## config.mk

```make
export PLATFORM = sky130hd
export DESIGN_NAME = ssp_rx_ctrl_flat
export DESIGN_NICKNAME = d
export VERILOG_FILES = /design/src/rtl/ssp_rx_ctrl_if.sv /design/src/rtl/ssp_rx_ctrl.sv /design/src/flat_wrapper.sv
export SDC_FILE = /design/constraint.sdc
export NUM_CORES = 1
export LEC_CHECK = 0
export CAP_MARGIN = 15
export CORE_ASPECT_RATIO = 1.25
export CORE_UTILIZATION = 40
export DETAILED_ROUTE_END_ITERATION = 10
export HOLD_SLACK_MARGIN = 0.02
export PLACE_DENSITY_LB_ADDON = 0.05
export SLEW_MARGIN = 20
export SYNTH_ARGS = -nofsm -noshare
export SYNTH_HDL_FRONTEND = slang
export SYNTH_SLANG_ARGS = --single-unit
```

## constraint.sdc

```tcl
create_clock -name pclk_i -period 5.4 [get_ports pclk_i]
set_input_delay 1.62 -clock pclk_i [delete_from_list [all_inputs] [get_ports pclk_i]]
set_output_delay 1.62 -clock pclk_i [all_outputs]
set_load 0.01 [all_outputs]
```

## src/rtl/ssp_rx_ctrl_if.sv

```systemverilog
// Signal bundle between the SSP receive controller, the shifter, the RxFIFO and the APB slave.
// The slave modport is the controller's view; master is the view of whatever drives it.
interface ssp_rx_ctrl_if #(
  parameter int DATA_W = 8,
  parameter int DEPTH  = 4
);
  localparam int LVL_W = $clog2(DEPTH) + 1;

  logic              rx_valid;
  logic [DATA_W-1:0] rx_data;
  logic              psel;
  logic              penable;
  logic              pwrite;
  logic              overrun_clr;
  logic              fifo_wr;
  logic [DATA_W-1:0] fifo_wdata;
  logic              fifo_rd;
  logic              pready;
  logic              pslverr;
  logic [LVL_W-1:0]  level;
  logic              flag_empty;
  logic              flag_full;
  logic              rx_intr;
  logic              overrun;
  logic              rx_timeout;

  modport slave (
    input  rx_valid, rx_data, psel, penable, pwrite, overrun_clr,
    output fifo_wr, fifo_wdata, fifo_rd, pready, pslverr, level,
           flag_empty, flag_full, rx_intr, overrun, rx_timeout
  );

  modport master (
    output rx_valid, rx_data, psel, penable, pwrite, overrun_clr,
    input  fifo_wr, fifo_wdata, fifo_rd, pready, pslverr, level,
           flag_empty, flag_full, rx_intr, overrun, rx_timeout
  );
endinterface

```

## src/rtl/ssp_rx_ctrl.sv

```systemverilog
// SSP receive FIFO sequencer: push/pop strobes, one-word hold register, APB read wait states, status.
// Optional idle timeout is built when SSP_RX_TIMEOUT_EN is defined; otherwise rx_timeout is tied 0.
//
// state   | meaning
// IDLE    | waiting for an APB read access phase
// RD_POP  | fifo_rd strobe out for one cycle
// RD_DONE | pready high (pslverr if the FIFO was empty) until penable drops
module ssp_rx_ctrl #(
  parameter int DATA_W       = 8,
  parameter int DEPTH        = 4,
  parameter int RX_WATERMARK = 2,
  parameter int TIMEOUT_CYC  = 32
) (
  input logic           pclk_i,
  input logic           clr_b_i,
  ssp_rx_ctrl_if.slave  bus_if
);
  localparam int LVL_W = $clog2(DEPTH) + 1;

  typedef enum logic [1:0] {
    IDLE    = 2'd0,
    RD_POP  = 2'd1,
    RD_DONE = 2'd2
  } state_e;

  state_e            state_q, state_d;
  logic [LVL_W-1:0]  level_q, level_d;
  logic              hold_vld_q, hold_vld_d;
  logic [DATA_W-1:0] hold_data_q, hold_data_d;
  logic              fifo_wr_q, fifo_wr_d;
  logic [DATA_W-1:0] fifo_wdata_q, fifo_wdata_d;
  logic              fifo_rd_q, fifo_rd_d;
  logic              pready_q, pready_d;
  logic              pslverr_q, pslverr_d;
  logic              overrun_q, overrun_d;
  logic              flag_empty_q, flag_full_q, rx_intr_q;
  logic              rd_access;
  logic              space;
  logic              hold_used;
  logic              ovr_evt;

  assign rd_access = bus_if.psel & bus_if.penable & ~bus_if.pwrite;

  always_ff @(posedge pclk_i) begin
    if (!clr_b_i) begin
      state_q <= IDLE;
    end else begin
      state_q <= state_d;
    end
  end

  always_comb begin
    state_d   = state_q;
    fifo_rd_d = 1'b0;
    pready_d  = 1'b0;
    pslverr_d = 1'b0;
    case (state_q)
      IDLE: begin
        if (rd_access) begin
          if (level_q != '0) begin
            state_d   = RD_POP;
            fifo_rd_d = 1'b1;
          end else begin
            state_d   = RD_DONE;
            pready_d  = 1'b1;
            pslverr_d = 1'b1;
          end
        end
      end
      RD_POP: begin
        state_d  = RD_DONE;
        pready_d = 1'b1;
      end
      RD_DONE: begin
        if (bus_if.penable) begin
          pready_d  = 1'b1;
          pslverr_d = pslverr_q;
        end else begin
          state_d = IDLE;
        end
      end
      default: state_d = IDLE;
    endcase
  end

  // Strobes issued together share the next cycle, so a pop being issued now frees a slot for a push.
  always_comb begin
    fifo_wr_d    = 1'b0;
    fifo_wdata_d = fifo_wdata_q;
    hold_vld_d   = hold_vld_q;
    hold_data_d  = hold_data_q;
    hold_used    = 1'b0;
    ovr_evt      = 1'b0;
    space        = (level_q < LVL_W'(DEPTH)) | fifo_rd_d;

    if (hold_vld_q && space) begin
      fifo_wr_d    = 1'b1;
      fifo_wdata_d = hold_data_q;
      hold_vld_d   = 1'b0;
      hold_used    = 1'b1;
    end

    if (bus_if.rx_valid) begin
      if (space && !hold_used) begin
        fifo_wr_d    = 1'b1;
        fifo_wdata_d = bus_if.rx_data;
      end else if (!hold_vld_d) begin
        hold_vld_d  = 1'b1;
        hold_data_d = bus_if.rx_data;
      end else begin
        ovr_evt = 1'b1;
      end
    end

    case ({fifo_wr_d, fifo_rd_d})
      2'b10:   level_d = level_q + LVL_W'(1);
      2'b01:   level_d = level_q - LVL_W'(1);
      default: level_d = level_q;
    endcase

    overrun_d = ovr_evt | (overrun_q & ~bus_if.overrun_clr);
  end

  always_ff @(posedge pclk_i) begin
    if (!clr_b_i) begin
      level_q      <= '0;
      hold_vld_q   <= 1'b0;
      hold_data_q  <= '0;
      fifo_wr_q    <= 1'b0;
      fifo_wdata_q <= '0;
      fifo_rd_q    <= 1'b0;
      pready_q     <= 1'b0;
      pslverr_q    <= 1'b0;
      overrun_q    <= 1'b0;
      flag_empty_q <= 1'b1;
      flag_full_q  <= 1'b0;
      rx_intr_q    <= 1'b0;
    end else begin
      level_q      <= level_d;
      hold_vld_q   <= hold_vld_d;
      hold_data_q  <= hold_data_d;
      fifo_wr_q    <= fifo_wr_d;
      fifo_wdata_q <= fifo_wdata_d;
      fifo_rd_q    <= fifo_rd_d;
      pready_q     <= pready_d;
      pslverr_q    <= pslverr_d;
      overrun_q    <= overrun_d;
      flag_empty_q <= (level_d == '0);
      flag_full_q  <= (level_d == LVL_W'(DEPTH));
      rx_intr_q    <= (level_d >= LVL_W'(RX_WATERMARK));
    end
  end

`ifdef SSP_RX_TIMEOUT_EN
  localparam int TO_W = $clog2(TIMEOUT_CYC + 1);

  logic [TO_W-1:0] idle_cnt_q, idle_cnt_d;
  logic            rx_timeout_q;

  always_comb begin
    idle_cnt_d = idle_cnt_q;
    if (fifo_wr_d || fifo_rd_d || (level_d == '0)) begin
      idle_cnt_d = '0;
    end else if (idle_cnt_q != TO_W'(TIMEOUT_CYC)) begin
      idle_cnt_d = idle_cnt_q + TO_W'(1);
    end
  end

  always_ff @(posedge pclk_i) begin
    if (!clr_b_i) begin
      idle_cnt_q   <= '0;
      rx_timeout_q <= 1'b0;
    end else begin
      idle_cnt_q   <= idle_cnt_d;
      rx_timeout_q <= (idle_cnt_d == TO_W'(TIMEOUT_CYC));
    end
  end

  assign bus_if.rx_timeout = rx_timeout_q;
`else
  assign bus_if.rx_timeout = 1'b0;
`endif

  assign bus_if.fifo_wr    = fifo_wr_q;
  assign bus_if.fifo_wdata = fifo_wdata_q;
  assign bus_if.fifo_rd    = fifo_rd_q;
  assign bus_if.pready     = pready_q;
  assign bus_if.pslverr    = pslverr_q;
  assign bus_if.level      = level_q;
  assign bus_if.flag_empty = flag_empty_q;
  assign bus_if.flag_full  = flag_full_q;
  assign bus_if.rx_intr    = rx_intr_q;
  assign bus_if.overrun    = overrun_q;
endmodule

```

## src/flat_wrapper.sv

```systemverilog
// flat-port wrapper written by rule: the top's interface ports become plain ports
module ssp_rx_ctrl_flat 
#(
  parameter int DATA_W       = 8,
  parameter int DEPTH        = 4,
  parameter int RX_WATERMARK = 2,
  parameter int TIMEOUT_CYC  = 32
)
  (pclk_i, clr_b_i, bus_if_rx_valid, bus_if_rx_data, bus_if_psel, bus_if_penable, bus_if_pwrite, bus_if_overrun_clr, bus_if_fifo_wr, bus_if_fifo_wdata, bus_if_fifo_rd, bus_if_pready, bus_if_pslverr, bus_if_level, bus_if_flag_empty, bus_if_flag_full, bus_if_rx_intr, bus_if_overrun, bus_if_rx_timeout);
  ssp_rx_ctrl_if #(.DATA_W(DATA_W), .DEPTH(DEPTH)) bus_if_i ();
  input logic pclk_i;
  input logic clr_b_i;
  input wire logic [$bits(bus_if_i.rx_valid)-1:0] bus_if_rx_valid;
  input wire logic [$bits(bus_if_i.rx_data)-1:0] bus_if_rx_data;
  input wire logic [$bits(bus_if_i.psel)-1:0] bus_if_psel;
  input wire logic [$bits(bus_if_i.penable)-1:0] bus_if_penable;
  input wire logic [$bits(bus_if_i.pwrite)-1:0] bus_if_pwrite;
  input wire logic [$bits(bus_if_i.overrun_clr)-1:0] bus_if_overrun_clr;
  output wire logic [$bits(bus_if_i.fifo_wr)-1:0] bus_if_fifo_wr;
  output wire logic [$bits(bus_if_i.fifo_wdata)-1:0] bus_if_fifo_wdata;
  output wire logic [$bits(bus_if_i.fifo_rd)-1:0] bus_if_fifo_rd;
  output wire logic [$bits(bus_if_i.pready)-1:0] bus_if_pready;
  output wire logic [$bits(bus_if_i.pslverr)-1:0] bus_if_pslverr;
  output wire logic [$bits(bus_if_i.level)-1:0] bus_if_level;
  output wire logic [$bits(bus_if_i.flag_empty)-1:0] bus_if_flag_empty;
  output wire logic [$bits(bus_if_i.flag_full)-1:0] bus_if_flag_full;
  output wire logic [$bits(bus_if_i.rx_intr)-1:0] bus_if_rx_intr;
  output wire logic [$bits(bus_if_i.overrun)-1:0] bus_if_overrun;
  output wire logic [$bits(bus_if_i.rx_timeout)-1:0] bus_if_rx_timeout;
  assign bus_if_i.rx_valid = bus_if_rx_valid;
  assign bus_if_i.rx_data = bus_if_rx_data;
  assign bus_if_i.psel = bus_if_psel;
  assign bus_if_i.penable = bus_if_penable;
  assign bus_if_i.pwrite = bus_if_pwrite;
  assign bus_if_i.overrun_clr = bus_if_overrun_clr;
  assign bus_if_fifo_wr = bus_if_i.fifo_wr;
  assign bus_if_fifo_wdata = bus_if_i.fifo_wdata;
  assign bus_if_fifo_rd = bus_if_i.fifo_rd;
  assign bus_if_pready = bus_if_i.pready;
  assign bus_if_pslverr = bus_if_i.pslverr;
  assign bus_if_level = bus_if_i.level;
  assign bus_if_flag_empty = bus_if_i.flag_empty;
  assign bus_if_flag_full = bus_if_i.flag_full;
  assign bus_if_rx_intr = bus_if_i.rx_intr;
  assign bus_if_overrun = bus_if_i.overrun;
  assign bus_if_rx_timeout = bus_if_i.rx_timeout;
  ssp_rx_ctrl #(.DATA_W(DATA_W), .DEPTH(DEPTH), .RX_WATERMARK(RX_WATERMARK), .TIMEOUT_CYC(TIMEOUT_CYC)) u_core (.pclk_i(pclk_i), .clr_b_i(clr_b_i), .bus_if(bus_if_i));
endmodule
```

==> results_dict.tcl <==
set metrics [dict create \
    min_from "u_core.bus_if.overrun" \
    hp-class "reg2reg" \
    cp_cell_sequence "clkdlybuf4s50_1 > nor2b_1 > nand3_1 > nand2_1 > ha_1 > nor2_1 > nand2_1 > o21ai_0 > ha_1 > inv_1 > fa_1 > xor2_1 > nor2_1 > mux2_4 > nor2b_2" \
    grt_max_degree 26 \
    cts_resized 0 \
    drt-total-wl_mm 2.64 \
    cp_top_family "simple AND/OR/NAND/NOR gates" \
    slew_viol_final 0 \
    die_w_um 53.8 \
    finish.utilization_pct 57.4 \
    initial_utilization_pct 42.1 \
    rrSetupSlack_ns 2.69 \
    hold_viol_final 0 \
    h-tree-depth 2 \
    grt_pass1_wl_mm 4.19 \
    synth-seq-area-share_pct 44.7 \
    cts_hold_buf 0 \
    start_kind "primary input" \
    clk_path_buf_depth 2 \
    finalSetupViolCount 0 \
    crit_arrival_ns 4.40 \
    drive_gt1_share_pct 6.47 \
    grt_use_total_pct 16.8 \
    rr_endpoint "u_core.bus_if.flag_full" \
    path_depth 15 \
    place_hpwl_mm 1.93 \
    p_leak_uw 0.000819 \
    ir_worst_vdd_mv 0.288 \
    root_buffer "clkbuf_8" \
    grtUsageMet3_pct 7.08 \
    vias 1015 \
    power_per_cell_area_nw_per_um2 365 \
    busiest_layer "met2" \
    insertion_delay_ns 0.28 \
    cts_setup_buffers 0 \
    holdWs_ns 0.474 \
    cts_sinks 30 \
    crit_path_end_kind "flip-flop" \
    port_buffers 33 \
    min_period_ns 4.17 \
    min_to "u_core.bus_if.overrun" \
    synth_warnings 0 \
    synth.distinct_cells 27 \
    setup-tns-final_ns 0 \
    dieArea_um2 3600 \
    avgSynthCellArea_um2 10.0 \
    syn_area_um2 1340 \
    cap_violations 0 \
    crit_required_ns 5.63 \
    design_area_um2 1830 \
    hold-path-cell-count 2 \
    viasPerCell 4.90 \
    slew_headroom_pct 45.4 \
    worstSetupPathType "in2reg" \
    core_area_um2 3190 \
    rows 23 \
    syn_inst 134 \
    cts_tree "yes" \
    antenna_found_initial 0 \
    period_share_pct 77.2 \
    timing.rr.start "u_core.state_q[0]" \
    io-pin-count 35 \
    ant_nets 0 \
    crit_fanout 5 \
    p_total_uw 669 \
    synthToLayoutAreaGrowth_pct 36.4 \
    fmax_mhz 240 \
    fin_nets 192 \
    grtUsageMet2_pct 30.2 \
    cts_made_buffers 5 \
    synth-seq-cells 30 \
    rsz0062_at_grt "false" \
    worstRegToRegCells 14 \
    place.gp.congestion 0.701 \
    clock_skew_ns 0.00574 \
    drt-initial-drc-count 21 \
    slowest_stage "clkdlybuf4s50_1" \
    grt_pass1_vias 1020 \
    wire_per_inst_um 12.7 \
    status "completed" \
    diodes 0 \
    chipHeight_um 66.8 \
    grt-ovfl-total 0 \
    grt_use_met1_pct 15.3 \
    drtPass1Iterations 4 \
    placed_area_um2 1690 \
    syn_nets 157 \
    clk_pin_slew_ns 0.07 \
    tightest_slew_ns 0.817 \
    path_buf_inv 2 \
    drc 0 \
    max_stage_delay_ns 0.40 \
]
-- stage by stage --
step	setup slack [ns]	std cells
floorplan	1.38	134
global placement	1.04	199
detailed placement	0.920	199
CTS	1.21	207
global route	1.06	207
finish	1.23	207
-- worst register-to-register path: stages (launching register included) --
cell	delay, ns
dfxtp_1	0.35
nor2b_1	0.09
nand3_1	0.11
nand2_1	0.14
ha_1	0.24
nor2_1	0.10
nand2_1	0.05
o21ai_0	0.11
ha_1	0.23
inv_1	0.06
fa_1	0.37
xor2_1	0.15
nor2_1	0.20
mux2_4	0.35
nor2b_2	0.10
-- cells in the mapped netlist --
master | count | area share (%)
inv_1 | 8 | 2.2
conb_1 | 1 | 0.28
nor2b_1 | 10 | 4.7
a211oi_1 | 1 | 0.56
buf_6 | 1 | 0.84
nor2_1 | 5 | 1.4
buf_2 | 3 | 1.1
ha_1 | 7 | 6.5
buf_4 | 1 | 0.56
mux2i_1 | 17 | 13
a31oi_1 | 2 | 0.93
a21oi_1 | 2 | 0.74
clkbuf_1 | 1 | 0.28
xor2_1 | 3 | 2.0
and2b_1 | 1 | 0.56
fa_1 | 1 | 1.5
nand4_1 | 1 | 0.47
mux2_4 | 1 | 1.1
nand2b_1 | 5 | 2.3
o21ai_0 | 1 | 0.37
o211a_1 | 9 | 6.7
nor2b_2 | 1 | 0.65
and2_1 | 2 | 0.93
nand3_1 | 3 | 1.1
dfxtp_1 | 30 | 45
nand2_1 | 16 | 4.5
nor3_1 | 1 | 0.37
-- cell families (layout without fill, tap and decap cells) --
kind of cell | Yosys count | after routing | share of synthesized area, %
and+or+nand+nor | 45 | 45 | 16.9
DFF | 30 | 30 | 44.7
muxes | 18 | 18 | 13.8
AOI/OAI and AO/OA | 15 | 15 | 9.31
buffers and inverters | 14 | 50 | 5.03
adders and majority gates | 8 | 8 | 8.01
xor gates and xnor gates | 3 | 3 | 1.96
other | 1 | 1 | 0.279
-- how the worst max path moves through the flow --
stage	start	to	slack, ns
global placement	bus_if_penable	u_core.bus_if.flag_full	1.04
detailed placement	bus_if_penable	u_core.bus_if.flag_full	0.92
finish	bus_if_penable	u_core.bus_if.flag_full	1.23
CTS	bus_if_penable	u_core.bus_if.flag_full	1.21
global route	bus_if_penable	u_core.bus_if.flag_full	1.06
floorplan	bus_if_penable	u_core.bus_if.flag_full	1.38
-- state kept, by name, indices dropped and copies added (netlist names), 2 cells and up --
signal	cells
u_core.bus_if.fifo_wdata	8
u_core.state_q	2
u_core.hold_data_q	8
u_core.bus_if.level	3
-- power by group --
group / internal, uW / switching [uW] / total (uW)
registers: 244 / 13.2 / 257
logic: 72.7 / 59.3 / 132
clock network: 197 / 83.5 / 280
total: 513 / 156 / 669
-- layout make-up --
type | count | area, um2
fill | 292 | 1360
multi-input combinational | 90 | 676
sequential | 30 | 601
timing repair buffer | 34 | 338
clock buffer | 6 | 82.6
clock inverter | 2 | 60.1
tap | 37 | 46.3
inverter | 8 | 30.0
-- routing by layer --
| layer | vias up | part of all wire [%] |
|---|---|---|
| met5 | - | 0 |
| met4 | 0 | 2.2 |
| met3 | 6 | 5.3 |
| met2 | 25 | 51 |
| met1 | 470 | 42 |
| li1 | 514 | - |
-- cells in the final DEF, fill, tap and decap left out, types with 6 or more instances in the layout --
cell	Yosys	final
clkbuf_8	0	6
clkdlybuf4s50_1	0	33
dfxtp_1	30	30
ha_1	7	7
inv_1	8	8
mux2i_1	17	17
nand2_1	16	16
nor2b_1	10	10
o211a_1	9	9
Power figures use the tool's default switching activity.
